==> src/rtl/sample_sched_pkg.sv <==
// Shared types and helpers for the sample scheduler: FSM state encoding,
// default parameters and the round-robin pick function.
package sample_sched_pkg;

    typedef enum logic [1:0] {
        IDLE,
        WAIT,
        OUT
    } sched_state_e;

    localparam int DEF_N_REQ  = 4;
    localparam int DEF_W      = 1;
    localparam int DEF_SKEW_W = 3;

    // The pick function works on a fixed maximum width, so N_REQ is limited to MAX_REQ.
    localparam int MAX_REQ = 32;
    localparam int MAX_IDW = 5;

    typedef struct packed {
        logic               found;
        logic [MAX_IDW-1:0] idx;
    } rr_pick_t;

    // Search upward from rr with wrap at n; the first set request wins.
    function automatic rr_pick_t rr_pick(input logic [MAX_REQ-1:0] req,
                                         input logic [MAX_IDW-1:0] rr,
                                         input int                 n);
        rr_pick_t r;
        int       idx;
        r.found = 1'b0;
        r.idx   = '0;
        for (int i = 0; i < MAX_REQ; i++) begin
            if (i < n) begin
                idx = int'(rr) + i;
                if (idx >= n) begin
                    idx = idx - n;
                end
                if (!r.found && req[idx[MAX_IDW-1:0]]) begin
                    r.found = 1'b1;
                    r.idx   = idx[MAX_IDW-1:0];
                end
            end
        end
        return r;
    endfunction

endpackage

==> src/rtl/sample_rr_arb.sv <==
// Round-robin arbiter: combinational winner selection from the registered
// pointer rr, which advances past the winner whenever a grant is taken.
module sample_rr_arb
    import sample_sched_pkg::*;
#(
    parameter int N_REQ = DEF_N_REQ
) (
    input  logic                       clk,
    input  logic                       rst,
    input  logic [N_REQ-1:0]           req,
    input  logic                       update,
    output logic [$clog2(N_REQ)-1:0]   winner,
    output logic                       found
);

    localparam int IDW = $clog2(N_REQ);

    logic [IDW-1:0] rr;
    rr_pick_t       pick;
    logic           unused_pick;

    assign pick        = rr_pick(MAX_REQ'(req), MAX_IDW'(rr), N_REQ);
    assign winner      = pick.idx[IDW-1:0];
    assign found       = pick.found;
    assign unused_pick = ^pick.idx;

    // The granted requester drops to lowest priority on the next decision.
    always_ff @(posedge clk or posedge rst) begin
        if (rst) begin
            rr <= '0;
        end else if (update) begin
            rr <= (winner == IDW'(N_REQ - 1)) ? '0 : winner + 1'b1;
        end
    end

endmodule

==> src/rtl/sample_scheduler.sv <==
// Shares one capture register among N_REQ requesters: round-robin grant,
// programmable skew wait, single capture of v, tagged output pulse.
module sample_scheduler
    import sample_sched_pkg::*;
#(
    parameter int N_REQ  = DEF_N_REQ,
    parameter int W      = DEF_W,
    parameter int SKEW_W = DEF_SKEW_W
) (
    input  logic                       clk,
    input  logic                       rst,
    input  logic [W-1:0]               v,
    input  logic [N_REQ-1:0]           req,
    input  logic [SKEW_W-1:0]          skew,
    output logic [N_REQ-1:0]           gnt,
    output logic                       smp_valid,
    output logic [W-1:0]               smp_data,
    output logic [$clog2(N_REQ)-1:0]   smp_id,
    output logic                       busy
);

    localparam int IDW = $clog2(N_REQ);

    sched_state_e      state;
    sched_state_e      state_nxt;
    logic [SKEW_W-1:0] cnt;
    logic [IDW-1:0]    id;
    logic [IDW-1:0]    winner;
    logic              found;
    logic              grant_now;

    assign grant_now = (state == IDLE) && found;
    assign busy      = (state != IDLE);

    sample_rr_arb #(
        .N_REQ(N_REQ)
    ) u_arb (
        .clk   (clk),
        .rst   (rst),
        .req   (req),
        .update(grant_now),
        .winner(winner),
        .found (found)
    );

    always_ff @(posedge clk or posedge rst) begin
        if (rst) begin
            state <= IDLE;
        end else begin
            state <= state_nxt;
        end
    end

    always_comb begin
        state_nxt = state;
        case (state)
            IDLE:    if (found) state_nxt = WAIT;
            WAIT:    if (cnt == '0) state_nxt = OUT;
            OUT:     state_nxt = IDLE;
            default: state_nxt = IDLE;
        endcase
    end

    // gnt and smp_valid default low each cycle so both are single-cycle pulses;
    // skew is only sampled at grant, so later changes cannot disturb the count.
    always_ff @(posedge clk or posedge rst) begin
        if (rst) begin
            gnt       <= '0;
            smp_valid <= 1'b0;
            smp_data  <= '0;
            smp_id    <= '0;
            cnt       <= '0;
            id        <= '0;
        end else begin
            gnt       <= '0;
            smp_valid <= 1'b0;
            case (state)
                IDLE: begin
                    if (found) begin
                        gnt <= N_REQ'(1) << winner;
                        id  <= winner;
                        cnt <= skew;
                    end
                end
                WAIT: begin
                    if (cnt == '0) begin
                        smp_data  <= v;
                        smp_id    <= id;
                        smp_valid <= 1'b1;
                    end else begin
                        cnt <= cnt - 1'b1;
                    end
                end
                default: ;
            endcase
        end
    end

endmodule

==> config.mk <==
export PLATFORM = sky130hd
export DESIGN_NAME = sample_scheduler
export DESIGN_NICKNAME = d
export VERILOG_FILES = /design/src/rtl/sample_sched_pkg.sv /design/src/rtl/sample_rr_arb.sv /design/src/rtl/sample_scheduler.sv
export SDC_FILE = /design/constraint.sdc
export NUM_CORES = 1
export LEC_CHECK = 0
export CAP_MARGIN = 20
export CORE_UTILIZATION = 47
export DETAILED_ROUTE_END_ITERATION = 7
export DONT_BUFFER_PORTS = 1
export PLACE_DENSITY_LB_ADDON = 0.25
export RECOVER_POWER = 100
export SLEW_MARGIN = 20
export SYNTH_ARGS = -nofsm -noshare
export SYNTH_HDL_FRONTEND = slang
export SYNTH_HIERARCHICAL = 1
export SYNTH_SLANG_ARGS = --single-unit
==> constraint.sdc <==
create_clock -name clk -period 5.2 [get_ports clk]
set_input_delay 0.52 -clock clk [delete_from_list [all_inputs] [get_ports clk]]
set_output_delay 0.52 -clock clk [all_outputs]
set_load 0.02 [all_outputs]
==> results of run 1 <==
-- final timing paths --
path | start | endpoint | slack, ns | cells past startpoint
max reg2reg | u_arb/rr[0] | u_arb/rr[0] | 2.03 | 10
min reg2reg | id[1] | id[1] | 0.52 | 1
max in group asynchronous | rst | u_arb/rr[0] | 4.57 | 2
max | u_arb/rr[0] | u_arb/rr[0] | 2.03 | 10
min in group clk | v | smp_data | 0.38 | 1
min | rst | smp_data | 0.17 | 1
-- cell usage in the layout, fill, tap and decap left out --
cell type / count
dfrtp_1: 17
inv_1: 9
nand2_1: 7
ha_1: 7
nor2_1: 5
nor3b_1: 4
nor3_1: 4
a21oi_1: 4
mux2i_1: 4
mux2_4: 3
clkbuf_4: 3
nand2b_1: 2
o22ai_1: 2
o21ai_0: 2
nor2b_1: 2
a2bb2oi_1: 2
nand3b_1: 1
nand2_2: 1
o2bb2ai_1: 1
nor2_2: 1
a311oi_1: 1
a32o_1: 1
nand2b_2: 1
inv_2: 1
and3_1: 1
and3b_2: 1
a31oi_1: 1
mux2_1: 1
clkbuf_1: 1
nor3b_2: 1
a211o_1: 1
mux4_1: 1
or4_1: 1
or4b_1: 1
nand3_1: 1
o21a_1: 1
a211oi_1: 1
or3_1: 1
dlygate4sd3_1: 1
-- flip-flops by register name, indices dropped and copies added, names as in the netlist --
name and count:
cnt 3, gnt 4, id 2, smp_data 1, smp_id 2, smp_valid 1, state 2, u_arb/rr 2
-- layout make-up --
type                            count  area share (%)
Inverter                           10            3.52
Clock buffer                        4            2.46
Timing Repair Buffer                1           0.938
Sequential cell                    17            39.9
Multi-Input combinational cell     68            50.1
Tap cell                           27            3.17
-- Yosys cell counts (2+ instances only) --
library cell | n | area (um^2)
o22ai_1 | 2 | 12.5
nor3b_1 | 3 | 22.5
nand2b_1 | 2 | 12.5
inv_1 | 9 | 33.8
dfrtp_1 | 17 | 425
mux2i_1 | 4 | 40.0
mux2_4 | 4 | 60.1
nor2_1 | 4 | 15.0
a2bb2oi_1 | 2 | 17.5
nor2_2 | 2 | 12.5
nor3_1 | 4 | 20.0
a21oi_1 | 4 | 20.0
ha_1 | 7 | 87.6
nor2b_1 | 2 | 12.5
nand2_1 | 7 | 26.3
-- stage by stage --
stage | utilization [%] | setup slack (ns) | total power [mW]
after floorplan | - | 2.39 | 0.618
after global placement | 52.6 | 2.09 | 0.665
after detailed placement | 52.6 | 2.05 | 0.681
after CTS | 54.4 | 2.03 | 0.751
after global routing | 52.8 | 1.73 | 0.785
final | 52.8 | 2.03 | 0.714
-- per-layer routing --
metal / GRT usage (%) / vias up
met5: 0 / -
met1: 21.5 / 336
met4: 7.35 / 0
met3: 3.12 / 2
met2: 27.9 / 29
li1: - / 351
-- where the power goes --
part | internal (mW) | switching, mW
Clock | 0.0297 | 0.0369
Combinational | 0.173 | 0.190
Sequential | 0.193 | 0.0911
Total | 0.396 | 0.318
-- cells by family (layout without fill, tap and decap cells) --
group                      after synthesis  count (layout)  share of synthesized area [%]
and+or+nand+nor                         35              35                           21.9
buffers and inverters                   12              15                           5.14
DFF                                     17              17                           40.7
AOI/OAI and AO/OA                       17              17                           11.8
adders and majority gates                7               7                           8.37
muxes                                    9               9                           12.1
-- timing repair --
action | 4_1_cts | 5_1_grt
hold buffers | 1 | 0
endpoints found under the hold margin | 2 | 0
resized for setup | 0 | 0
==> metrics.cfg, run 1 <==
[setup_path]
path_class = flip-flop to flip-flop
slowest_stage = dfrtp_1
critical_path_required_ns = 5.42
cp_max_fo = 16
critPathTopFamily = simple AND/OR/NAND/NOR gates
worstPathCellList = inv_1 > ha_1 > nor3_1 > a2bb2oi_1 > o21a_1 > a21oi_1 > ha_1 > nand2b_1 > or4b_1 > nand3_1
worstPathArrival_ns = 3.39
slowest_delay_ns = 0.68
cp.buffers_inverters = 1
worstSetupEndpointType = flip-flop
crit_path_start_kind = flip-flop
path_common_cell = ha_1

[run_status]
run_status = complete, no violations

[global_routing]
grt.total_usage_pct = 16.9
antenna_found_initial = 0
grt_pass1_vias = 723
grt_pass1_wl_um = 3130
grt_max_degree = 17
grt_overflow = 0

[layout]
final_area_um2 = 1070
num-fill-cells = 176
fin_nets = 118
drive_gt1_share_pct = 12.0
multi_input_area_um2 = 534
syn2layout_area_growth_pct = 2.03
register_area_um2 = 425
diodes = 0
post_layout_nonfiller_instances = 127

[yosys]
synth-seq-cells = 17
seq_area_frac_synth_pct = 40.7
ys_types = 39
synth_area_um2 = 1050
yosys_warnings = 6
async_flop_share_pct = 100
synth_edf_count = 0
syn-num-nets = 114
syn_inst = 97
syn_avg_cell_area_um2 = 10.8
synthFlopType = dfrtp_1

[worst_hold_path]
hold_class = input port to asynchronous set/reset pin

[timing]
rsz0062_at_grt = no
max_freq_ghz = 0.315
final.setup.tns_ns = 0
setup_violations = 0
drv_slew = 0
hold_violations = 0
skew_ns = 0.00389
fin_crit_ns = 3.17
fin_crit_sh_pct = 61.0
holdWs_ns = 0.166
tightestPinTransition_ns = 0.722
maxSlewHeadroom_pct = 51.7

[floorplanning]
placementRows = 16
die_h_um = 49.2
die-area_um2 = 2420
die_w_um = 49.2
coreArea_um2 = 2020
start_util_pct = 51.7
pin_count = 19

[drt]
met3WireLength_um = 109
top_layer = met4
wire_per_inst_um = 13.9
drc = 0
vias_per_cell = 5.65
wl_met2_um = 865
wl_um = 1760
dr.first_iter.drc_count = 20
dr.pass1.iters = 4
ant_nets = 0
num_vias = 718
met1_length_um = 760

[place]
place_hpwl_um = 1350
gp_congestion = 0.861
placed_area_um2 = 1060
portBuffers = 0
dp.cells = 122

[clocking]
cts_max_path_buffers = 2
cts_tree = built
clkLatencyLatePin_ns = 0.28
cts_root_buffer = clkbuf_4
htree_levels = 1
cts_setup_buffers = 0
path_clk_slew_ns = 0.09
numCtsBuffers = 3
cts.sinks = 17

[flow_run]
drv_cap = 0

[power_and_ir_drop]
irDropWorstVdd_v = 0.000279
cellLeakagePower_nw = 0.507
powerDensity_nw_per_um2 = 669

(Power assumes the default switching activity.)
==> run 2, diff against run 1 <==
==> constraint.sdc (replaced) <==
create_clock -name clk -period 2.8 [get_ports clk]
set_input_delay 0.28 -clock clk [delete_from_list [all_inputs] [get_ports clk]]
set_output_delay 0.28 -clock clk [all_outputs]
set_load 0.02 [all_outputs]
==> run 2 against run 1 <==
Effect of this change:
- utilization grew 2.3 points
- clock-buffer cell count shrank 1
- fmax grew 18%
- hold slack lost 0.030 ns
- clock skew shrank 0.0029 ns
- non-clock buffer count grew 3
- clock power grew 95%
- first-iteration DRC count grew 65%
- total power grew 100%
- sequential share of layout area shrank 1.7 points
- register-to-register slack lost 1.9 ns
- via count grew 0.97%
- critical endpoint unchanged
- largest cell class unchanged
- largest power group unchanged
==> metrics.cfg, run 2 (synthesis results as in run 1) <==
[timing]
max_freq_ghz = 0.372  ; +18%
setup_slack_ns = 0.113  ; -1.92 ns
setup_violations = 0  ; unchanged
final.setup.tns_ns = 0  ; unchanged
drv_slew = 0  ; unchanged
fin_crit_ns = 2.69  ; -0.483 ns
hold_violations = 0  ; unchanged
fin_crit_sh_pct = 96.0  ; +35 points
maxSlewHeadroom_pct = 51.2  ; -0.50 points
tightestPinTransition_ns = 0.730  ; +0.00753 ns
holdWs_ns = 0.136  ; -0.0302 ns
skew_ns = 0.00103  ; -0.00285 ns

[layout]
num-fill-cells = 178  ; +1.1%
register_area_um2 = 425  ; unchanged
largestRegisters = gnt (4), cnt (3)
regMostFlops = gnt
diodes = 0  ; unchanged
final_common_cell = dfrtp_1
final_area_um2 = 1110  ; +4.3%
drive_gt1_share_pct = 19.4  ; +7.4 points
fin_nets = 121  ; +2.5%
final_core_util_pct = 55.1  ; +2.3 points
largest_reg_flops = 4  ; unchanged
syn2layout_area_growth_pct = 6.46
final_cell_mix = dfrtp_1, inv_1, nand2_1, ha_1, nor2_1
multi_input_area_um2 = 557  ; +4.2%
post_layout_nonfiller_instances = 130  ; +2.4%

[drt]
num_vias = 725  ; +0.97%
ant_nets = 0  ; unchanged
wire_per_inst_um = 13.9  ; +0.35%
vias_per_cell = 5.58  ; -1.4%
wl_um = 1810  ; +2.7%
drc = 0  ; unchanged
dr.pass1.iters = 4  ; unchanged
dr.first_iter.drc_count = 33  ; +65%

[power_and_ir_drop]
p_clk_share_pct = 9.1  ; -0.2 points
switching_power_uw = 629  ; +98%
p_seq_share_pct = 35.1  ; -4.7 points
internal-power_uw = 802  ; +100%
powerDensity_nw_per_um2 = 1290  ; +92%
comb_power_share_pct = 55.8  ; +4.9 points
irDropWorstVdd_v = 0.000541  ; +94%
cellLeakagePower_nw = 0.532  ; +4.8%
power_mw = 1.43  ; +100%
switching_share_pct = 43.9  ; -0.63 points

[setup_path]
worstSetupEndpointType = flip-flop
crit_path_start_kind = flip-flop
slowest_delay_ns = 0.51  ; -0.17 ns
ff2ff_path_depth = 10  ; unchanged
cp.buffers_inverters = 1  ; unchanged
reg2reg_slack_ns = 0.11  ; -1.92 ns
path_common_cell = ha_1
cp_max_fo = 13  ; -3
regToRegStartpoint = u_arb/rr[0]
critical_path_required_ns = 3.03  ; -2.39 ns
slowest_stage = or4b_1
worstPathCellList = buf_4 > ha_1 > nor2b_1 > nor3b_2 > a211oi_1 > o22ai_1 > ha_1 > nand2b_1 > or4b_1 > nand3_1
worstPathArrival_ns = 2.92  ; -0.47 ns
r2r_end = u_arb/rr[0]
critPathTopFamily = simple AND/OR/NAND/NOR gates
path_class = flip-flop to flip-flop

[global_routing]
antenna_found_initial = 0  ; unchanged
grt_pass1_wl_um = 3100  ; -1.1%
grt_pass1_vias = 692  ; -4.3%
grt_max_degree = 16  ; -1
grt.total_usage_pct = 17.1  ; +0.11 points
grt_overflow = 0  ; unchanged

[place]
gp_congestion = 0.840  ; -2.5%
place_hpwl_um = 1320  ; -2.4%
pre_cts_ws_ns = 0.204  ; -1.85 ns
placed_area_um2 = 1090  ; +2.7%
dp.cells = 125  ; +2.5%
portBuffers = 0  ; unchanged

[worst_hold_path]
hold_class = input port to flip-flop
hold_depth = 1
min_to = smp_data
hold_start = v

[floorplanning]
placementRows = 16  ; unchanged
die_w_um = 49.2  ; unchanged
coreArea_um2 = 2020  ; unchanged
pin_count = 19  ; unchanged
die-area_um2 = 2420  ; unchanged
die_h_um = 49.2  ; unchanged
start_util_pct = 51.7  ; unchanged

[clocking]
clkLatencyLatePin_ns = 0.29  ; about the same
cts_tree = built
numCtsBuffers = 3  ; unchanged
cts_max_path_buffers = 2  ; unchanged
cts_root_buffer = clkbuf_4
path_clk_slew_ns = 0.10  ; about the same
htree_levels = 1  ; unchanged
cts.sinks = 17  ; unchanged

[run_status]
run_status = complete, no violations

[flow_run]
drv_cap = 0  ; unchanged

-- run 2: power groups by stage --
stage | Clock [mW] | Sequential [mW] | Combinational, mW
detailed placement | 0 | 0.515 | 0.805
global placement | 0 | 0.510 | 0.792
finish | 0.130 | 0.502 | 0.799
CTS | 0.136 | 0.510 | 0.810
floorplan | 0 | 0.488 | 0.674
global route | 0.146 | 0.520 | 0.898
-- run 2: cell type report --
cell class              count  area share (%)
multi-input cells          68            50.0
flip-flops and latches     17            38.2
inverters                  10            3.37
well taps                  27            3.03
repair buffers              4            2.92
clock buffers               3            2.02
clock inverters             1           0.449
-- run 2: worst max-delay path by stage --
stage,start,endpoint,slack (ns),depth (start not counted)
floorplan,u_arb/rr[0],u_arb/rr[0],0.04,11
global placement,u_arb/rr[0],u_arb/rr[0],0.27,10
detailed placement,u_arb/rr[1],u_arb/rr[0],0.20,10
CTS,u_arb/rr[1],u_arb/rr[0],0.19,10
global route,u_arb/rr[0],u_arb/rr[0],-0.04,10
finish,u_arb/rr[0],u_arb/rr[0],0.11,10
-- run 2: layer usage --
metal / share of wire [%] / GRT usage, % / wire, um / up-vias
met5: 0 / 0 / 0 / -
met4: 0 / 4.41 / 0 / 0
met3: 3.7 / 5.92 / 67 / 0
met2: 47 / 26.0 / 853 / 15
met1: 49 / 22.9 / 889 / 348
li1: - / - / - / 362
-- run 2: what timing repair did --
item,CTS,global route
setup endpoints to repair,0,1
hold buffers,1,0
gates resized for setup,0,1
hold endpoints to repair,17,0
setup buffers,0,0
==> run 3, diff against run 2 <==
--- a/config.mk
+++ b/config.mk
@@ -9,7 +9,7 @@
 export CORE_UTILIZATION = 47
 export DETAILED_ROUTE_END_ITERATION = 7
 export DONT_BUFFER_PORTS = 1
-export PLACE_DENSITY_LB_ADDON = 0.25
+export PLACE_DENSITY_LB_ADDON = 0.15
 export RECOVER_POWER = 100
 export SLEW_MARGIN = 20
 export SYNTH_ARGS = -nofsm -noshare
==> run 3 against run 2 <==
Effect of this change:
- sequential cell count unchanged
- sequential share of layout area increased by 0.43 points
- hold slack is essentially flat
- register-to-register slack improved by 0.12 ns
- largest cell class unchanged
- largest power group unchanged
==> metrics.cfg, run 3 (synthesis results as in run 1) <==
[run_status]
run_status = complete, no violations

[clocking]
cts_resized = 0  ; unchanged
cts.sinks = 17  ; unchanged
cts_root_buffer = clkbuf_4
cts_setup_buffers = 0  ; unchanged
numCtsBuffers = 3  ; unchanged
cts_tree = built
cts_max_path_buffers = 2  ; unchanged
path_clk_slew_ns = 0.10  ; about the same
htree_levels = 1  ; unchanged
clkLatencyLatePin_ns = 0.29  ; about the same
postCtsHoldBufs = 1  ; unchanged

[global_routing]
top_usage_layer = met2
grt_overflow = 0  ; unchanged
grt_pass1_vias = 711  ; +2.7%
grt_max_degree = 16  ; unchanged
grt.met3_usage_pct = 3.74  ; -2.2 points
antenna_found_initial = 0  ; unchanged
grt_use_met2_pct = 25.3  ; -0.68 points
use_met1_pct = 23.6  ; +0.70 points
grt_pass1_wl_um = 3170  ; +2.5%
grt.total_usage_pct = 17.2  ; +0.18 points

[setup_path]
cp_max_fo = 5  ; -8
regToRegStartpoint = u_arb/rr[0]
critical_path_required_ns = 2.98  ; -0.05 ns
worstPathArrival_ns = 2.74  ; -0.18 ns
reg2reg_slack_ns = 0.24  ; +0.12 ns
path_class = flip-flop to flip-flop
crit_path_start_kind = flip-flop
worstSetupEndpointType = flip-flop
startpoint = u_arb/rr[0]

[power_and_ir_drop]
p_clk_share_pct = 9.4  ; +0.3 points
switching_power_uw = 620  ; -1.4%
p_seq_share_pct = 35.6  ; +0.5 points
irDropWorstVdd_v = 0.000630  ; +16%
switching_share_pct = 44.4  ; +0.47 points
powerDensity_nw_per_um2 = 1270  ; -1.4%
internal-power_uw = 776  ; -3.3%
cellLeakagePower_nw = 0.525  ; -1.2%
comb_power_share_pct = 55.1  ; -0.7 points

[floorplanning]
start_util_pct = 51.7  ; unchanged
die_w_um = 49.2  ; unchanged
coreArea_um2 = 2020  ; unchanged
die_h_um = 49.2  ; unchanged
placementRows = 16  ; unchanged
pin_count = 19  ; unchanged
die-area_um2 = 2420  ; unchanged

[timing]
maxSlewHeadroom_pct = 53.3  ; +2.0 points
fin_crit_sh_pct = 91.5  ; -4.4 points
max_freq_ghz = 0.390  ; +4.8%
hold_violations = 0  ; unchanged
final.setup.tns_ns = 0  ; unchanged
rsz0062_at_grt = no
fin_crit_ns = 2.56  ; -0.124 ns
skew_ns = 0.00177  ; +0.000734 ns
tightestPinTransition_ns = 0.699  ; -0.0305 ns
drv_slew = 0  ; unchanged
holdWs_ns = 0.136  ; +0.000153 ns
setup_violations = 0  ; unchanged

[drt]
dr.first_iter.drc_count = 8  ; -76%
wl_um = 1770  ; -2.1%
wire_per_inst_um = 13.5  ; -2.8%
dr.pass1.iters = 6  ; +2
drc = 0  ; unchanged
num_vias = 727  ; +0.28%
ant_nets = 0  ; unchanged
vias_per_cell = 5.55  ; -0.49%

[layout]
final_common_cell = dfrtp_1
largest_reg_flops = 4  ; unchanged
num-fill-cells = 187  ; +5.1%
register_area_um2 = 425  ; unchanged
diodes = 0  ; unchanged
fin_nets = 122  ; +0.83%
multi_input_area_um2 = 544  ; -2.2%
regMostFlops = gnt
largestRegisters = gnt (4), cnt (3)
final_cell_mix = dfrtp_1, inv_1, nand2_1, ha_1, nor2_1
syn2layout_area_growth_pct = 5.26
drive_gt1_share_pct = 16.3  ; -3.1 points

[place]
place_hpwl_um = 1340  ; +1.5%
portBuffers = 0  ; unchanged
gp_congestion = 0.786  ; -6.4%

[worst_hold_path]
hold_class = input port to flip-flop
hold_start = v

[flow_run]
drv_cap = 0  ; unchanged

-- run 3: power groups by stage --
| stage | sequential [mW] | combinational, mW | clock, mW |
|---|---|---|---|
| finish | 0.496 | 0.768 | 0.131 |
| global route | 0.516 | 0.873 | 0.149 |
| CTS | 0.506 | 0.836 | 0.136 |
| detailed placement | 0.511 | 0.831 | 0 |
| global placement | 0.507 | 0.816 | 0 |
| floorplan | 0.488 | 0.674 | 0 |
-- run 3: per-stage QoR --
step / power [mW] / area [um^2] / std cells / setup WS, ns / utilization (%)
after CTS: 1.48 / 1140 / 131 / 0.229 / 56.3
after detailed placement: 1.34 / 1100 / 126 / 0.249 / 54.4
after floorplan: 1.16 / 1050 / 97 / 0.0380 / -
after global routing: 1.54 / 1100 / 131 / 0.0274 / 54.5
after global placement: 1.32 / 1100 / 126 / 0.302 / 54.4
final: 1.40 / 1100 / 131 / 0.237 / 54.5
-- run 3: worst paths after layout --
check,endpoint,depth (start not counted)
max,u_arb/rr[0],10
min,smp_data,1
max reg2reg,u_arb/rr[0],10
min reg2reg,id[1],1
max in group asynchronous,gnt[3],2
min in group asynchronous,u_arb/rr[1],2
-- run 3: per-layer routing --
layer,wire [um],vias to the layer above
met5,0,-
met4,13,0
met3,101,2
met2,776,21
met1,881,347
li1,-,357
-- run 3: cell type report --
type | count | share of cell area (%)
Tap cell | 27 | 3.07
Clock buffer | 3 | 2.05
Sequential cell | 17 | 38.6
Multi-Input combinational cell | 68 | 49.4
Timing Repair Buffer | 5 | 2.95
Inverter | 10 | 3.41
Clock inverter | 1 | 0.455
-- run 3: worst max-delay path, cell delays in order, from the launching register on --
cell,delay (ns)
dfrtp_1,0.41
inv_1,0.10
ha_1,0.35
mux4_1,0.23
nand2_1,0.07
or4_4,0.55
o22ai_1,0.25
ha_1,0.21
nor2_1,0.06
a2bb2oi_1,0.13
nand3_1,0.09
